File: src/rtl/mac_tx_frame_scheduler.sv
// rtl/mac_tx_frame_scheduler.sv - round-robin frame scheduler in front of mac_frame_generator
//
// Grants one of NUM_REQ requesters at a time, latches that requester's header
// fields, pulses the generator start, waits for done (with a watchdog), then
// holds off for an inter-packet gap before the next grant.
//
// Ports:
//   clk               clock, rising edge
//   i_rst             synchronous reset, active-high
//   i_enable          when low no new grants issue; an in-flight frame completes
//   i_req             per-requester level request
//   i_dest_address    flattened 48-bit fields, requester k at [48k+47:48k]
//   i_src_address     flattened 48-bit fields, same packing
//   i_eth_type        flattened 16-bit fields, requester k at [16k+15:16k]
//   i_payload_length  flattened 16-bit fields, same packing
//   i_gen_done        done pulse from the generator
//   o_start           one-cycle start pulse to the generator
//   o_dest_address    latched fields of the granted requester
//   o_src_address
//   o_eth_type
//   o_payload_length
//   o_grant           one-hot grant, zero when nothing is granted
//   o_busy            high whenever the scheduler is not idle
//   o_frame_count     frames completed through i_gen_done, wraps
//   o_timeout         one-cycle pulse on watchdog abort

module mac_tx_frame_scheduler #(
  parameter int NUM_REQ        = 4,
  parameter int IPG_CYCLES     = 12,
  parameter int TIMEOUT_CYCLES = 4096
) (
  input  logic                  clk,
  input  logic                  i_rst,
  input  logic                  i_enable,
  input  logic [NUM_REQ-1:0]    i_req,
  input  logic [NUM_REQ*48-1:0] i_dest_address,
  input  logic [NUM_REQ*48-1:0] i_src_address,
  input  logic [NUM_REQ*16-1:0] i_eth_type,
  input  logic [NUM_REQ*16-1:0] i_payload_length,
  input  logic                  i_gen_done,
  output logic                  o_start,
  output logic [47:0]           o_dest_address,
  output logic [47:0]           o_src_address,
  output logic [15:0]           o_eth_type,
  output logic [15:0]           o_payload_length,
  output logic [NUM_REQ-1:0]    o_grant,
  output logic                  o_busy,
  output logic [31:0]           o_frame_count,
  output logic                  o_timeout
);

  localparam int IDX_W = (NUM_REQ > 1) ? $clog2(NUM_REQ) : 1;
  localparam int WD_W  = $clog2(TIMEOUT_CYCLES);
  localparam int IPG_W = (IPG_CYCLES > 0) ? $clog2(IPG_CYCLES + 1) : 1;

  // Requester count at candidate width, so the wrap compare works for any NUM_REQ.
  localparam logic [IDX_W:0]   NUM_REQ_X = (IDX_W+1)'(NUM_REQ);
  localparam logic [IDX_W-1:0] LAST_IDX  = IDX_W'(NUM_REQ - 1);
  localparam logic [WD_W-1:0]  WD_LAST   = WD_W'(TIMEOUT_CYCLES - 1);

  typedef enum logic [1:0] {
    S_IDLE      = 2'd0,
    S_START     = 2'd1,
    S_WAIT_DONE = 2'd2,
    S_IPG       = 2'd3
  } state_t;

  state_t              state_q, state_d;
  logic [NUM_REQ-1:0]  grant_q, grant_d;
  logic [47:0]         dest_q, dest_d;
  logic [47:0]         src_q, src_d;
  logic [15:0]         type_q, type_d;
  logic [15:0]         len_q, len_d;
  logic [IDX_W-1:0]    idx_q, idx_d;
  logic [IDX_W-1:0]    ptr_q, ptr_d;
  logic [WD_W-1:0]     wd_q, wd_d;
  logic [IPG_W-1:0]    ipg_q, ipg_d;
  logic [31:0]         count_q, count_d;

  logic                win_found;
  logic [IDX_W-1:0]    win_idx;
  logic [IDX_W:0]      cand;
  logic                wd_expired;
  logic                frame_end;
  logic                grant_now;

  // Round-robin search: first requesting index at or above the pointer,
  // wrapping back to 0. Candidate carries one extra bit so ptr+i cannot overflow.
  always_comb begin
    win_found = 1'b0;
    win_idx   = '0;
    cand      = '0;
    for (int i = 0; i < NUM_REQ; i++) begin
      cand = {1'b0, ptr_q} + (IDX_W+1)'(i);
      if (cand >= NUM_REQ_X) begin
        cand = cand - NUM_REQ_X;
      end
      if (!win_found && i_req[cand[IDX_W-1:0]]) begin
        win_found = 1'b1;
        win_idx   = cand[IDX_W-1:0];
      end
    end
  end

  assign wd_expired = (wd_q == WD_LAST);
  assign frame_end  = (state_q == S_WAIT_DONE) && (i_gen_done || wd_expired);
  assign grant_now  = (state_q == S_IDLE) && i_enable && win_found;

  // State register and datapath registers.
  always_ff @(posedge clk) begin
    if (i_rst) begin
      state_q <= S_IDLE;
      grant_q <= '0;
      dest_q  <= '0;
      src_q   <= '0;
      type_q  <= '0;
      len_q   <= '0;
      idx_q   <= '0;
      ptr_q   <= '0;
      wd_q    <= '0;
      ipg_q   <= '0;
      count_q <= '0;
    end else begin
      state_q <= state_d;
      grant_q <= grant_d;
      dest_q  <= dest_d;
      src_q   <= src_d;
      type_q  <= type_d;
      len_q   <= len_d;
      idx_q   <= idx_d;
      ptr_q   <= ptr_d;
      wd_q    <= wd_d;
      ipg_q   <= ipg_d;
      count_q <= count_d;
    end
  end

  // Next-state logic.
  always_comb begin
    state_d = state_q;
    case (state_q)
      S_IDLE: begin
        if (grant_now) begin
          state_d = S_START;
        end
      end
      S_START: begin
        state_d = S_WAIT_DONE;
      end
      S_WAIT_DONE: begin
        if (frame_end) begin
          state_d = (IPG_CYCLES == 0) ? S_IDLE : S_IPG;
        end
      end
      S_IPG: begin
        // Leave on the cycle the counter would hit zero: exactly IPG_CYCLES cycles here.
        if (ipg_q <= IPG_W'(1)) begin
          state_d = S_IDLE;
        end
      end
      default: begin
        state_d = S_IDLE;
      end
    endcase
  end

  // Datapath next-state: grant capture, watchdog, gap counter, frame count.
  always_comb begin
    grant_d = grant_q;
    dest_d  = dest_q;
    src_d   = src_q;
    type_d  = type_q;
    len_d   = len_q;
    idx_d   = idx_q;
    ptr_d   = ptr_q;
    wd_d    = wd_q;
    ipg_d   = ipg_q;
    count_d = count_q;
    case (state_q)
      S_IDLE: begin
        if (grant_now) begin
          grant_d = {{(NUM_REQ-1){1'b0}}, 1'b1} << win_idx;
          idx_d   = win_idx;
          dest_d  = i_dest_address[int'(win_idx)*48 +: 48];
          src_d   = i_src_address[int'(win_idx)*48 +: 48];
          type_d  = i_eth_type[int'(win_idx)*16 +: 16];
          len_d   = i_payload_length[int'(win_idx)*16 +: 16];
        end
      end
      S_START: begin
        wd_d = '0;
      end
      S_WAIT_DONE: begin
        wd_d = wd_q + WD_W'(1);
        if (frame_end) begin
          // Done wins over a coincident watchdog expiry.
          if (i_gen_done) begin
            count_d = count_q + 32'd1;
          end
          ptr_d   = (idx_q == LAST_IDX) ? '0 : idx_q + IDX_W'(1);
          grant_d = '0;
          ipg_d   = IPG_W'(IPG_CYCLES);
        end
      end
      S_IPG: begin
        ipg_d = ipg_q - IPG_W'(1);
      end
      default: begin
        ipg_d = ipg_q;
      end
    endcase
  end

  // Outputs decoded from state.
  always_comb begin
    o_start   = (state_q == S_START);
    o_busy    = (state_q != S_IDLE);
    o_timeout = (state_q == S_WAIT_DONE) && !i_gen_done && wd_expired;
  end

  assign o_grant          = grant_q;
  assign o_dest_address   = dest_q;
  assign o_src_address    = src_q;
  assign o_eth_type       = type_q;
  assign o_payload_length = len_q;
  assign o_frame_count    = count_q;

endmodule

File: config.mk
export PLATFORM = sky130hd
export DESIGN_NAME = mac_tx_frame_scheduler
export DESIGN_NICKNAME = d
export VERILOG_FILES = /design/src/rtl/mac_tx_frame_scheduler.sv
export SDC_FILE = /design/constraint.sdc
export NUM_CORES = 1
export LEC_CHECK = 0
export BUFFER_PORTS_ARGS = -buffer_cell sky130_fd_sc_hd__buf_2
export CORE_AREA = 10 10 260 262
export DETAILED_ROUTE_END_ITERATION = 7
export DIE_AREA = 0 0 270 272
export GPL_TIMING_DRIVEN = 1
export SLEW_MARGIN = 20
export SYNTH_ARGS = -nofsm -noshare
export SYNTH_HDL_FRONTEND = slang
export SYNTH_SLANG_ARGS = --single-unit
File: constraint.sdc
create_clock -name clk -period 2 [get_ports clk]
set_input_delay 0.3 -clock clk [delete_from_list [all_inputs] [get_ports clk]]
set_output_delay 0.3 -clock clk [all_outputs]
set_load 0.01 [all_outputs]
==> results.sh <==
export IMPL_worstPathRequired_ps=2370
export IMPL_core_area_um2=62500
export IMPL_ys_flop_type="dfxtp_1"
export IMPL_drive_above_1_share=0.487
export IMPL_cts_root_buf="clkbuf_16"
export IMPL_synthArstFlopShare=0
export IMPL_seq_area_frac_synth=0.354
export IMPL_synth_seq_cells=186
export IMPL_placed_cells=2782
export IMPL_routabilityCongestion=0.886
export IMPL_fmax_mhz=472
export IMPL_start_util=0.169
export IMPL_io_buffers=686
export IMPL_status="complete, but fails checks"
export IMPL_fin_ws_ps=-117
export IMPL_arrival_ps=2490
export IMPL_routed_wl_um=62800
export IMPL_yosysTopAreaCellShare=0.354
export IMPL_vias=13200
export IMPL_power_total_mw=15.8
export IMPL_synth_nets=1766
export IMPL_start_kind="flop"
export IMPL_tightest_slew_ps=407
export IMPL_placed_cell_area_um2=15800
export IMPL_drv_cap=0
export IMPL_drtIter0Drc=986
export IMPL_antenna_found_initial=6
export IMPL_pin_count=687
export IMPL_post_drt_via_cell_ratio=4.52
export IMPL_setup_viol=60
export IMPL_dieArea_um2=73400
export IMPL_std_cell_rows=92
export IMPL_netlist_instances=1236
export IMPL_post_route_util=0.291
export IMPL_synth_enable_flop_cells=0
export IMPL_clk_latency_ps=480
export IMPL_critPathCaptureType="flop"
export IMPL_max_clock_path_buffers=2
export IMPL_slew_viol_final=0
export IMPL_grt_usage=0.151
export IMPL_cts_tree="built"
export IMPL_rsz0062_at_grt="yes"
export IMPL_nets=2587
export IMPL_drc=0
export IMPL_avgSynthCellArea_um2=8.52
export IMPL_min_period_ps=2120
export IMPL_wl_per_cell_um=21.5
export IMPL_fill_cells=6669
export IMPL_stdcell_area_um2=18200
export IMPL_stdcell_count=2918
export IMPL_yosysTopAreaCell="dfxtp_1"
export IMPL_overflow=0
export IMPL_ys_warnings_count=0
export IMPL_max_slew_margin=0.728
export IMPL_power_density_nw_per_um2=871
export IMPL_grt_pass1_vias=13400
export IMPL_dr_pass1_iters=8
export IMPL_cts_htree_levels=4
export IMPL_synth_cell_types=50
export IMPL_worst_clock_skew_ps=19.7
export IMPL_die_w_um=270
export IMPL_synthTopCellsByArea="dfxtp_1 (35%), mux2_1 (12%), a221o_1 (11%)"
export IMPL_ir_drop_uv=514
export IMPL_die_y_um=272
export IMPL_clk_pin_slew_ps=80
export IMPL_grt_pass1_wl_um=85300
export IMPL_numCtsBuffers=17
export IMPL_fin_crit_sh=1.06
export IMPL_criticalPathCategory="reg -> reg"
export IMPL_hold_viol=0
export IMPL_p_leak_nw=8.51
export IMPL_grt_max_degree=62
export IMPL_hold_path_class="in -> reg"
export IMPL_ant_nets=0
export IMPL_syn_to_final_growth_pct=72.7
export IMPL_dp_hpwl_um=46400
export IMPL_cp_max_fo=5
export IMPL_cts_sinks=186
export IMPL_violations="negative setup slack"
export IMPL_syn_area_um2=10500
final cells by class:
class / instances / area, um2 / share of cell area
antenna: 2 / 5.00 / 0.000275
multi-input combinational: 908 / 6580 / 0.362
inverter: 27 / 101 / 0.00557
tap: 846 / 1060 / 0.0582
clock buffer: 17 / 425 / 0.0234
sequential: 186 / 3730 / 0.205
timing repair buffer: 917 / 6090 / 0.335
clock inverter: 15 / 193 / 0.0106
flip-flops by register name (all words and copies together) (netlist names):
name	count
ptr_q	2
o_dest_address	48
o_payload_length	16
o_grant	4
o_eth_type	16
wd_q	12
state_q	2
o_frame_count	32
o_src_address	48
ipg_q	4
idx_q	2
critical path, cell delays in order, from the launching register on:
cell and delay (ps):
dfxtp_4 370, nand2b_4 130, o21ai_2 60, a211o_4 380, buf_12 160, clkbuf_16 170, buf_8 130, mux2_4 290
a221o_1 320
per-layer routing:
layer | GRT usage | share of wire
met5 | 0 | 0.00072
met4 | 0.0689 | 0.035
met2 | 0.253 | 0.49
met1 | 0.174 | 0.39
met3 | 0.0487 | 0.085
path summary, 6_finish.rpt:
kind | depth (start not counted) | slack (ps) | start | end
worst max-delay path | 8 | -120 | ptr_q[0] | o_src_address[28]
worst min-delay path | 2 | 50 | i_eth_type[2] | o_eth_type[2]
worst max register to register | 8 | -120 | ptr_q[0] | o_src_address[28]
worst min register to register | 2 | 470 | idx_q[1] | idx_q[1]
power breakdown:
group	total (mW)	internal (mW)	switching, mW	leakage (nW)
Combinational	7.31	3.56	3.75	6.69
Clock	3.75	1.82	1.92	0.296
Sequential	4.78	4.36	0.419	1.52
kinds of logic after synthesis:
group,synth area share
fa+ha+maj,0.0119
mux,0.138
flops,0.354
compound gates,0.215
buf+inv,0.0634
xor+xnor,0.0299
simple gates,0.188
metrics by stage:
step	setup slack (ps)	hold slack (ps)	setup TNS (ps)
after floorplan	26.6	426	0
after global placement	-275	454	-21630
after detailed placement	-308	460	-21980
after CTS	-149	1.00	-3120
after global routing	-214	10.2	-7070
final	-117	49.3	-3760
synthesized netlist by cell type (3+ instances only):
master	instances
dfxtp_1	186
nand2_1	167
a21oi_1	133
nand3_1	129
a221o_1	113
mux2_1	113
clkbuf_1	57
nor2_1	49
buf_2	39
xor2_1	30
inv_1	27
mux2i_1	18
o211ai_1	18
a21o_1	16
nand4_1	15
or4_1	15
buf_6	11
ha_1	10
o21ai_1	10
or3_1	10
buf_1	9
and4_1	7
nand2b_1	6
xnor2_1	6
o21ai_0	5
nor3_1	4
a22o_1	3
nor4_1	3
cells in the final DEF (no fill, tap or decap), drive strengths merged, types with 2 or more instances in the layout:
cell type and count:
a21o 16, a21oi 133, a221o 113, a22o 3, a2bb2oi 2, and3 2, and4 7, buf 848
clkbuf 27, clkinv 3, clkinvlp 2, dfxtp 186, diode 2, dlygate4sd3 58, ha 10, inv 36
mux2 113, mux2i 18, nand2 167, nand2b 6, nand3 130, nand4 15, nor2 49, nor3 5
nor3b 2, nor4 3, o211ai 18, o21ai 15, o22a 2, or2 4, or3 10, or4 15
xnor2 6, xor2 30
repair_timing:
item | 4_1_cts | 5_1_grt
gates resized for setup | 64 | 86
buffers inserted | 13 | 15
hold buffers | 58 | 0
pin swaps | 12 | 12
endpoints found under the setup margin | 132 | 116
cloned | 3 | 15
endpoints found under the hold margin | 58 | 0
Note: power is estimated with default switching activity, not from simulation.
